### src/rtl/axil_master.sv
// Single-outstanding AXI4-Lite initiator bridging a simple load/store request port to AXI4-Lite.
// Optional AXIL_MASTER_ALIGN_CHECK_EN: misaligned requests complete locally with rsp_err=1.
module axil_master #(
  parameter int unsigned AXI_ADDR_WIDTH = 32,
  parameter int unsigned AXI_DATA_WIDTH = 32
) (
  input  logic                          m_axi_aclk,
  input  logic                          m_axi_areset,
  input  logic                          req_valid,
  output logic                          req_ready,
  input  logic                          req_write,
  input  logic [AXI_ADDR_WIDTH-1:0]     req_addr,
  input  logic [AXI_DATA_WIDTH-1:0]     req_wdata,
  input  logic [AXI_DATA_WIDTH/8-1:0]   req_wstrb,
  output logic                          rsp_valid,
  input  logic                          rsp_ready,
  output logic [AXI_DATA_WIDTH-1:0]     rsp_rdata,
  output logic                          rsp_err,
  output logic [AXI_ADDR_WIDTH-1:0]     m_axi_awaddr,
  output logic [2:0]                    m_axi_awprot,
  output logic                          m_axi_awvalid,
  input  logic                          m_axi_awready,
  output logic [AXI_DATA_WIDTH-1:0]     m_axi_wdata,
  output logic [AXI_DATA_WIDTH/8-1:0]   m_axi_wstrb,
  output logic                          m_axi_wvalid,
  input  logic                          m_axi_wready,
  input  logic [1:0]                    m_axi_bresp,
  input  logic                          m_axi_bvalid,
  output logic                          m_axi_bready,
  output logic [AXI_ADDR_WIDTH-1:0]     m_axi_araddr,
  output logic [2:0]                    m_axi_arprot,
  output logic                          m_axi_arvalid,
  input  logic                          m_axi_arready,
  input  logic [AXI_DATA_WIDTH-1:0]     m_axi_rdata,
  input  logic [1:0]                    m_axi_rresp,
  input  logic                          m_axi_rvalid,
  output logic                          m_axi_rready
);

  localparam int unsigned STRB_W = AXI_DATA_WIDTH / 8;

  typedef enum logic [2:0] {
    IDLE       = 3'd0,
    WADDR_DATA = 3'd1,
    WRESP      = 3'd2,
    RADDR      = 3'd3,
    RRESP      = 3'd4,
    RESP       = 3'd5
  } state_t;

  state_t                     state_q, state_d;
  logic                       aw_done_q, aw_done_d;
  logic                       w_done_q, w_done_d;
  logic [AXI_ADDR_WIDTH-1:0]  addr_q, addr_d;
  logic [AXI_DATA_WIDTH-1:0]  wdata_d;
  logic [STRB_W-1:0]          wstrb_d;
  logic [AXI_DATA_WIDTH-1:0]  rdata_d;
  logic                       err_d;

  assign m_axi_awprot = 3'b000;
  assign m_axi_arprot = 3'b000;
  // Both address channels share the one registered, word-aligned request address.
  assign m_axi_awaddr = addr_q;
  assign m_axi_araddr = addr_q;

  // Next-state, captured request and response values.
  always_comb begin
    state_d   = state_q;
    aw_done_d = aw_done_q;
    w_done_d  = w_done_q;
    addr_d    = addr_q;
    wdata_d   = m_axi_wdata;
    wstrb_d   = m_axi_wstrb;
    rdata_d   = rsp_rdata;
    err_d     = rsp_err;
    case (state_q)
      IDLE: begin
        aw_done_d = 1'b0;
        w_done_d  = 1'b0;
        if (req_valid && req_ready) begin
          addr_d  = req_addr & ~(AXI_ADDR_WIDTH'(3));
          wdata_d = req_wdata;
          wstrb_d = req_wstrb;
          state_d = req_write ? WADDR_DATA : RADDR;
`ifdef AXIL_MASTER_ALIGN_CHECK_EN
          if (req_addr[1:0] != 2'b00) begin
            state_d = RESP;
            rdata_d = '0;
            err_d   = 1'b1;
          end
`endif
        end
      end
      WADDR_DATA: begin
        if (m_axi_awvalid && m_axi_awready) aw_done_d = 1'b1;
        if (m_axi_wvalid && m_axi_wready)   w_done_d  = 1'b1;
        if (aw_done_d && w_done_d)          state_d   = WRESP;
      end
      WRESP: begin
        if (m_axi_bready && m_axi_bvalid) begin
          err_d   = (m_axi_bresp != 2'b00);
          rdata_d = '0;
          state_d = RESP;
        end
      end
      RADDR: begin
        if (m_axi_arvalid && m_axi_arready) state_d = RRESP;
      end
      RRESP: begin
        if (m_axi_rready && m_axi_rvalid) begin
          err_d   = (m_axi_rresp != 2'b00);
          rdata_d = m_axi_rdata;
          state_d = RESP;
        end
      end
      RESP: begin
        if (rsp_valid && rsp_ready) state_d = IDLE;
      end
      default: state_d = IDLE;
    endcase
  end

  // State register.
  always_ff @(posedge m_axi_aclk or posedge m_axi_areset) begin
    if (m_axi_areset) begin
      state_q   <= IDLE;
      aw_done_q <= 1'b0;
      w_done_q  <= 1'b0;
    end else begin
      state_q   <= state_d;
      aw_done_q <= aw_done_d;
      w_done_q  <= w_done_d;
    end
  end

  // Registered outputs, decoded from the next state so they line up with it.
  always_ff @(posedge m_axi_aclk or posedge m_axi_areset) begin
    if (m_axi_areset) begin
      req_ready     <= 1'b0;
      rsp_valid     <= 1'b0;
      rsp_rdata     <= '0;
      rsp_err       <= 1'b0;
      addr_q        <= '0;
      m_axi_wdata   <= '0;
      m_axi_wstrb   <= '0;
      m_axi_awvalid <= 1'b0;
      m_axi_wvalid  <= 1'b0;
      m_axi_bready  <= 1'b0;
      m_axi_arvalid <= 1'b0;
      m_axi_rready  <= 1'b0;
    end else begin
      req_ready     <= (state_d == IDLE);
      rsp_valid     <= (state_d == RESP);
      rsp_rdata     <= rdata_d;
      rsp_err       <= err_d;
      addr_q        <= addr_d;
      m_axi_wdata   <= wdata_d;
      m_axi_wstrb   <= wstrb_d;
      m_axi_awvalid <= (state_d == WADDR_DATA) && !aw_done_d;
      m_axi_wvalid  <= (state_d == WADDR_DATA) && !w_done_d;
      m_axi_bready  <= (state_d == WRESP);
      m_axi_arvalid <= (state_d == RADDR);
      m_axi_rready  <= (state_d == RRESP);
    end
  end

endmodule
### config.mk
export PLATFORM = sky130hd
export DESIGN_NAME = axil_master
export DESIGN_NICKNAME = d
export VERILOG_FILES = /design/src/rtl/axil_master.sv
export SDC_FILE = /design/constraint.sdc
export NUM_CORES = 1
export LEC_CHECK = 0
export BUFFER_PORTS_ARGS = -buffer_cell sky130_fd_sc_hd__buf_4
export CORE_MARGIN = 3
export CORE_UTILIZATION = 48
export CTS_CLUSTER_SIZE = 25
export DETAILED_ROUTE_END_ITERATION = 7
export MAX_ROUTING_LAYER = met4
export PLACE_DENSITY = 0.91
export SETUP_SLACK_MARGIN = 0.15
export SLEW_MARGIN = 20
export SYNTH_ARGS = -nofsm -noshare
export SYNTH_HDL_FRONTEND = slang
export SYNTH_SLANG_ARGS = --single-unit
### constraint.sdc
create_clock -name m_axi_aclk -period 7.6 [get_ports m_axi_aclk]
set_clock_uncertainty 0.1 [all_clocks]
set_input_delay 1.9 -clock m_axi_aclk [delete_from_list [all_inputs] [get_ports m_axi_aclk]]
set_output_delay 1.9 -clock m_axi_aclk [all_outputs]
set_load 0.02 [all_outputs]
### Yosys cells after proc, flatten, opt, wreduce, memory -nomap -nowiden

Index checks and enable logic that the tools add are counted.

| word-level totals | value |
|---|---|
| memories kept | 0 |
| bits in read-only memories | 0 |
| input bits | 114 |
| word-level logic and storage cells | 66 |
| register bits | 111 |
| bits in latches | 0 |
| bits in writable memories | 0 |

| cells by class | value |
|---|---|
| multipliers | 0 |
| divide/modulo/power cells | 0 |
| order comparisons | 0 |
| shift-type cells | 0 |
| multiplexer cells | 20 |
| bitwise logic cells | 0 |
| equality and inequality tests | 12 |
| reductions and logical operators | 19 |
| $add $sub $neg | 0 |

Operators with widths:

| kind | number |
|---|---|
| $mux W32 | 2 |
| $pmux W32 S2 | 1 |
| $mux W3 | 6 |
| $pmux W3 S6 | 1 |
| $eq A3 B2 Y1 const B | 4 |
| $eq A3 B3 Y1 const B | 4 |
| $logic_and A1 B1 Y1 | 10 |
| $eq A3 B1 Y1 const B | 2 |
| $logic_not A3 Y1 | 2 |
| $mux W1 | 6 |
| $pmux W1 S2 | 3 |
| $reduce_bool A2 Y1 | 3 |
| $ne A2 B2 Y1 const B | 2 |
| $reduce_and A3 Y1 | 1 |
| $logic_not A1 Y1 | 2 |
| $mux W2 | 1 |
| $reduce_and A2 Y1 | 1 |

### Longest topological paths before layout

| logic depth | value |
|---|---|
| word-level depth | 8 |
| depth in mapped cells | 7 |
| depth with buffers taken out | 4 |

### Least setup slack after synthesis

OpenSTA, ideal clock, no wires.

| path | value |
|---|---|
| path kind | input-to-reg |
| from | in m_axi_bvalid |
| to | reg req_ready |
| slack | 4.643 ns |
| arrival time | 2.757 ns |
| cell stages on the path | 4 |
| required time | 7.399 ns |
| cells stage by stage | and3b_1 > a32oi_4 > nand4_2 > nor4bb_1 |

| between the ends | value |
|---|---|
| word-level cells in the longest chain between the ends | 4 |

Ends and longest elaborated chain:

| what | line | RTL |
|---|---|---|
| from (decl) | 28 | `input logic m_axi_bvalid,` |
| $logic_and A1 B1 Y1 | 100 | `if (m_axi_bready && m_axi_bvalid) begin` |
| $mux W3 | 100 |  |
| $pmux W3 S6 | 76 | `case (state_q)` |
| net state_d[0] | 51 | `state_t state_q, state_d;` |
| $logic_not A3 Y1 | 152 | `req_ready <= (state_d == IDLE);` |
| to (signal assigned) | 152 |  |
| to (decl) | 10 | `output logic req_ready,` |

The timed path passes the listed nets, and every way through them passes these cells.
A chain may end at the register's enable or synchronous reset.

### Final worst setup path

| path | value |
|---|---|
| from | in m_axi_bvalid |
| to | reg rsp_rdata[25] |

| between the ends | value |
|---|---|
| word-level cells in the longest chain between the ends | 3 |

Ends and longest elaborated chain:

| what | line | RTL |
|---|---|---|
| $logic_and A1 B1 Y1 | 100 |  |
| $ne A2 B2 Y1 (no line) | - |  |
| $reduce_and A3 Y1 (no line) | - |  |
| to (signal assigned) | 154 | `rsp_rdata <= rdata_d;` |
| to (decl) | 17 | `output logic [AXI_DATA_WIDTH-1:0] rsp_rdata,` |

Every way passes these cells.

==> impl_metrics.toml <==
[outcome]
status = "completed"

[synthesis]
synth_area_um2 = 4700
synth-edff-count = 0
synthTopCellsByArea = "dfrtp_1 59%, nand2_1 21%, buf_4 6.6%"
ys_async_sr_fraction_pct = 100
yosys.area.top_type = "dfrtp_1"
ys_types = 29
ys_ff_latch = 111
netlist.area_leader.share_pct = 59.1
seq_area_frac_synth_pct = 59.1
synth_area_per_cell_um2 = 9.04
postSynthCellCount = 520
synth-main-ff-cell = "dfrtp_1"
yosys_warnings = 0

[routing]
wl_per_cell_um = 14.3
dr.pass1.iters = 4
wirelength_um = 12200
drc = 0
antenna_left = 0
first_iter_violations = 171
vias = 4025
routed_via_density = 4.69

[final_layout]
final_cells = 858
postLayoutCellArea_um2 = 6520
multiInputGateArea_um2 = 1510
drive_above_1_share_pct = 37.3
fillCellCount = 714
seq_area_um2 = 2780
layout.nets = 839
areaGrowthSynthToFinish_pct = 38.7
diodes = 0
final_common_cell = "nand2_1"
final_cell_mix = "268 x nand2_1, 251 x buf_4, 111 x dfrtp_1"

[power_and_ir_drop]
powerDensity_nw_per_um2 = 365
vdd_ir_drop_max_v = 0.000190
p_leak_nw = 3.54

[die]
die_w_um = 105
die_y_um = 105
floorplan.initialDensity_pct = 50.1
core-area_um2 = 9370
rows = 35
die-area_um2 = 11000
ios = 260

[cts]
ctsHoldBuffers = 0
insertion_delay_ps = 360
cts_resized = 0
cts_setup_buffers = 0
cts_tree = "built"
numCtsBuffers = 9
cts_buffer_depth = 2
clk_pin_slew_ps = 90
numClockSinks = 111
cts_htree_levels = 3
cts_root_buf = "clkbuf_8"

[min_path]
hold_depth = 2
min_path_type = "reg2reg"
min_from = "m_axi_wdata[30]"
min_to = "m_axi_wdata[30]"

[global_route]
gr-usage-all-layers_pct = 22.7
antenna_found_initial = 0
grtUsageMet2_pct = 40.5
grt_pass1_vias = 3982
global_route.usage.met3_pct = 3.83
grt_max_degree = 68
grt_use_met1_pct = 25.6
grt_pass1_wl_um = 19800
overflow = 0
gr-max-usage-layer = "met2"

[timing]
finalSetupTns_ps = 0
rsz0062_at_grt = "false"
clock.fmax_ghz = 0.333
slew_headroom_pct = 52.3
fin_crit_sh_pct = 39.5
hold_viol_final = 0
drv_slew = 0
setup_viol = 0
worst_slew_pin_slew_ps = 716
fin_ws_ps = 4600
layout_min_cycle_time_ps = 3000

[setup_path]
reg2regPathDepth = 6
critical_path_class = "in2reg"
reg2reg_to = "rsp_rdata[25]"
critical_path_arrival_ps = 3180
worst_ep_required_time_ps = 7780
r2r_slack_ps = 5440
critPathMaxFanout = 67
crit_start = "m_axi_bvalid"
worstSetupStartpointType = "input pin"
end_kind = "flop"
r2r_start = "state_q[2]"

[placement]
io_buffers = 247
post-place-cells = 843
dp_hpwl_um = 9340
place_area_um2 = 6340
place_congestion = 0.856
post-place-ws_ps = 4190

[run]
timing.max_cap.violations = 0
-- sequential cells by signal (all words and copies together) (netlist names), 3 cells and up --
| name | flops |
|---|---|
| m_axi_araddr | 30 |
| m_axi_wdata | 32 |
| m_axi_wstrb | 4 |
| rsp_rdata | 32 |
| state_q | 3 |
-- worst max path at each step --
| stage | endpoint | slack (ps) | depth (start not counted) |
|---|---|---|---|
| floorplan | aw_done_q | 2670 | 1 |
| global placement | m_axi_araddr[5] | 4220 | 4 |
| detailed placement | m_axi_araddr[29] | 4190 | 4 |
| CTS | m_axi_araddr[5] | 4560 | 4 |
| global route | rsp_rdata[5] | 4420 | 3 |
| finish | rsp_rdata[25] | 4600 | 6 |
-- per-stage QoR --
step | total power, W | util [%] | hold WS [ps]
6_report | 0.00238 | 69.5 | 384
5_1_grt | 0.00252 | 69.5 | 406
4_1_cts | 0.00239 | 69.5 | 387
3_5_place_dp | 0.00207 | 67.7 | 364
3_3_place_gp | 0.00204 | 67.7 | 359
2_1_floorplan | 0.00164 | - | 376
-- report_power, final --
part | total [W] | internal [W] | switching [W]
clock | 0.000322 | 0.000128 | 0.000194
sequential | 0.000926 | 0.000781 | 0.000145
combinational | 0.00113 | 0.000465 | 0.000664
-- layer usage --
metal | share of wire (%) | routed length (um)
met1 | 39 | 4730
met4 | 2.9 | 350
met3 | 5.8 | 712
met2 | 53 | 6450
met5 | 0 | 0
-- critical path: stages --
cell     delay (ps)
buf_4           110
and3b_1         190
a32oi_4         210
buf_4           520
nand2_1         130
o21ai_1         100
-- synthesized netlist by cell type, drive strengths merged (3+ instances only) --
cell and n:
a21oi 3, a31oi 3, and4b 3, buf 56, clkbuf 10, dfrtp 111, nand2 268, nand3 4
nor2 6, nor2b 5, o21ai 34
-- area by class of cell --
class | count | area share, %
Clock inverter | 4 | 0.480
Inverter | 2 | 0.154
Tap cell | 129 | 2.48
Sequential cell | 111 | 42.6
Timing Repair Buffer | 251 | 28.9
Clock buffer | 11 | 2.17
Multi-Input combinational cell | 350 | 23.2
-- kinds of logic (layout without fill, tap and decap cells) --
kind of cell	count (synthesis)	after routing	synth area share, %
simple gates	294	294	25.4
compound gates	46	46	5.73
flops	111	111	59.1
buf+inv	68	268	9.64
other cells	1	10	0.0798
Note: power is estimated with default switching activity, not from simulation.
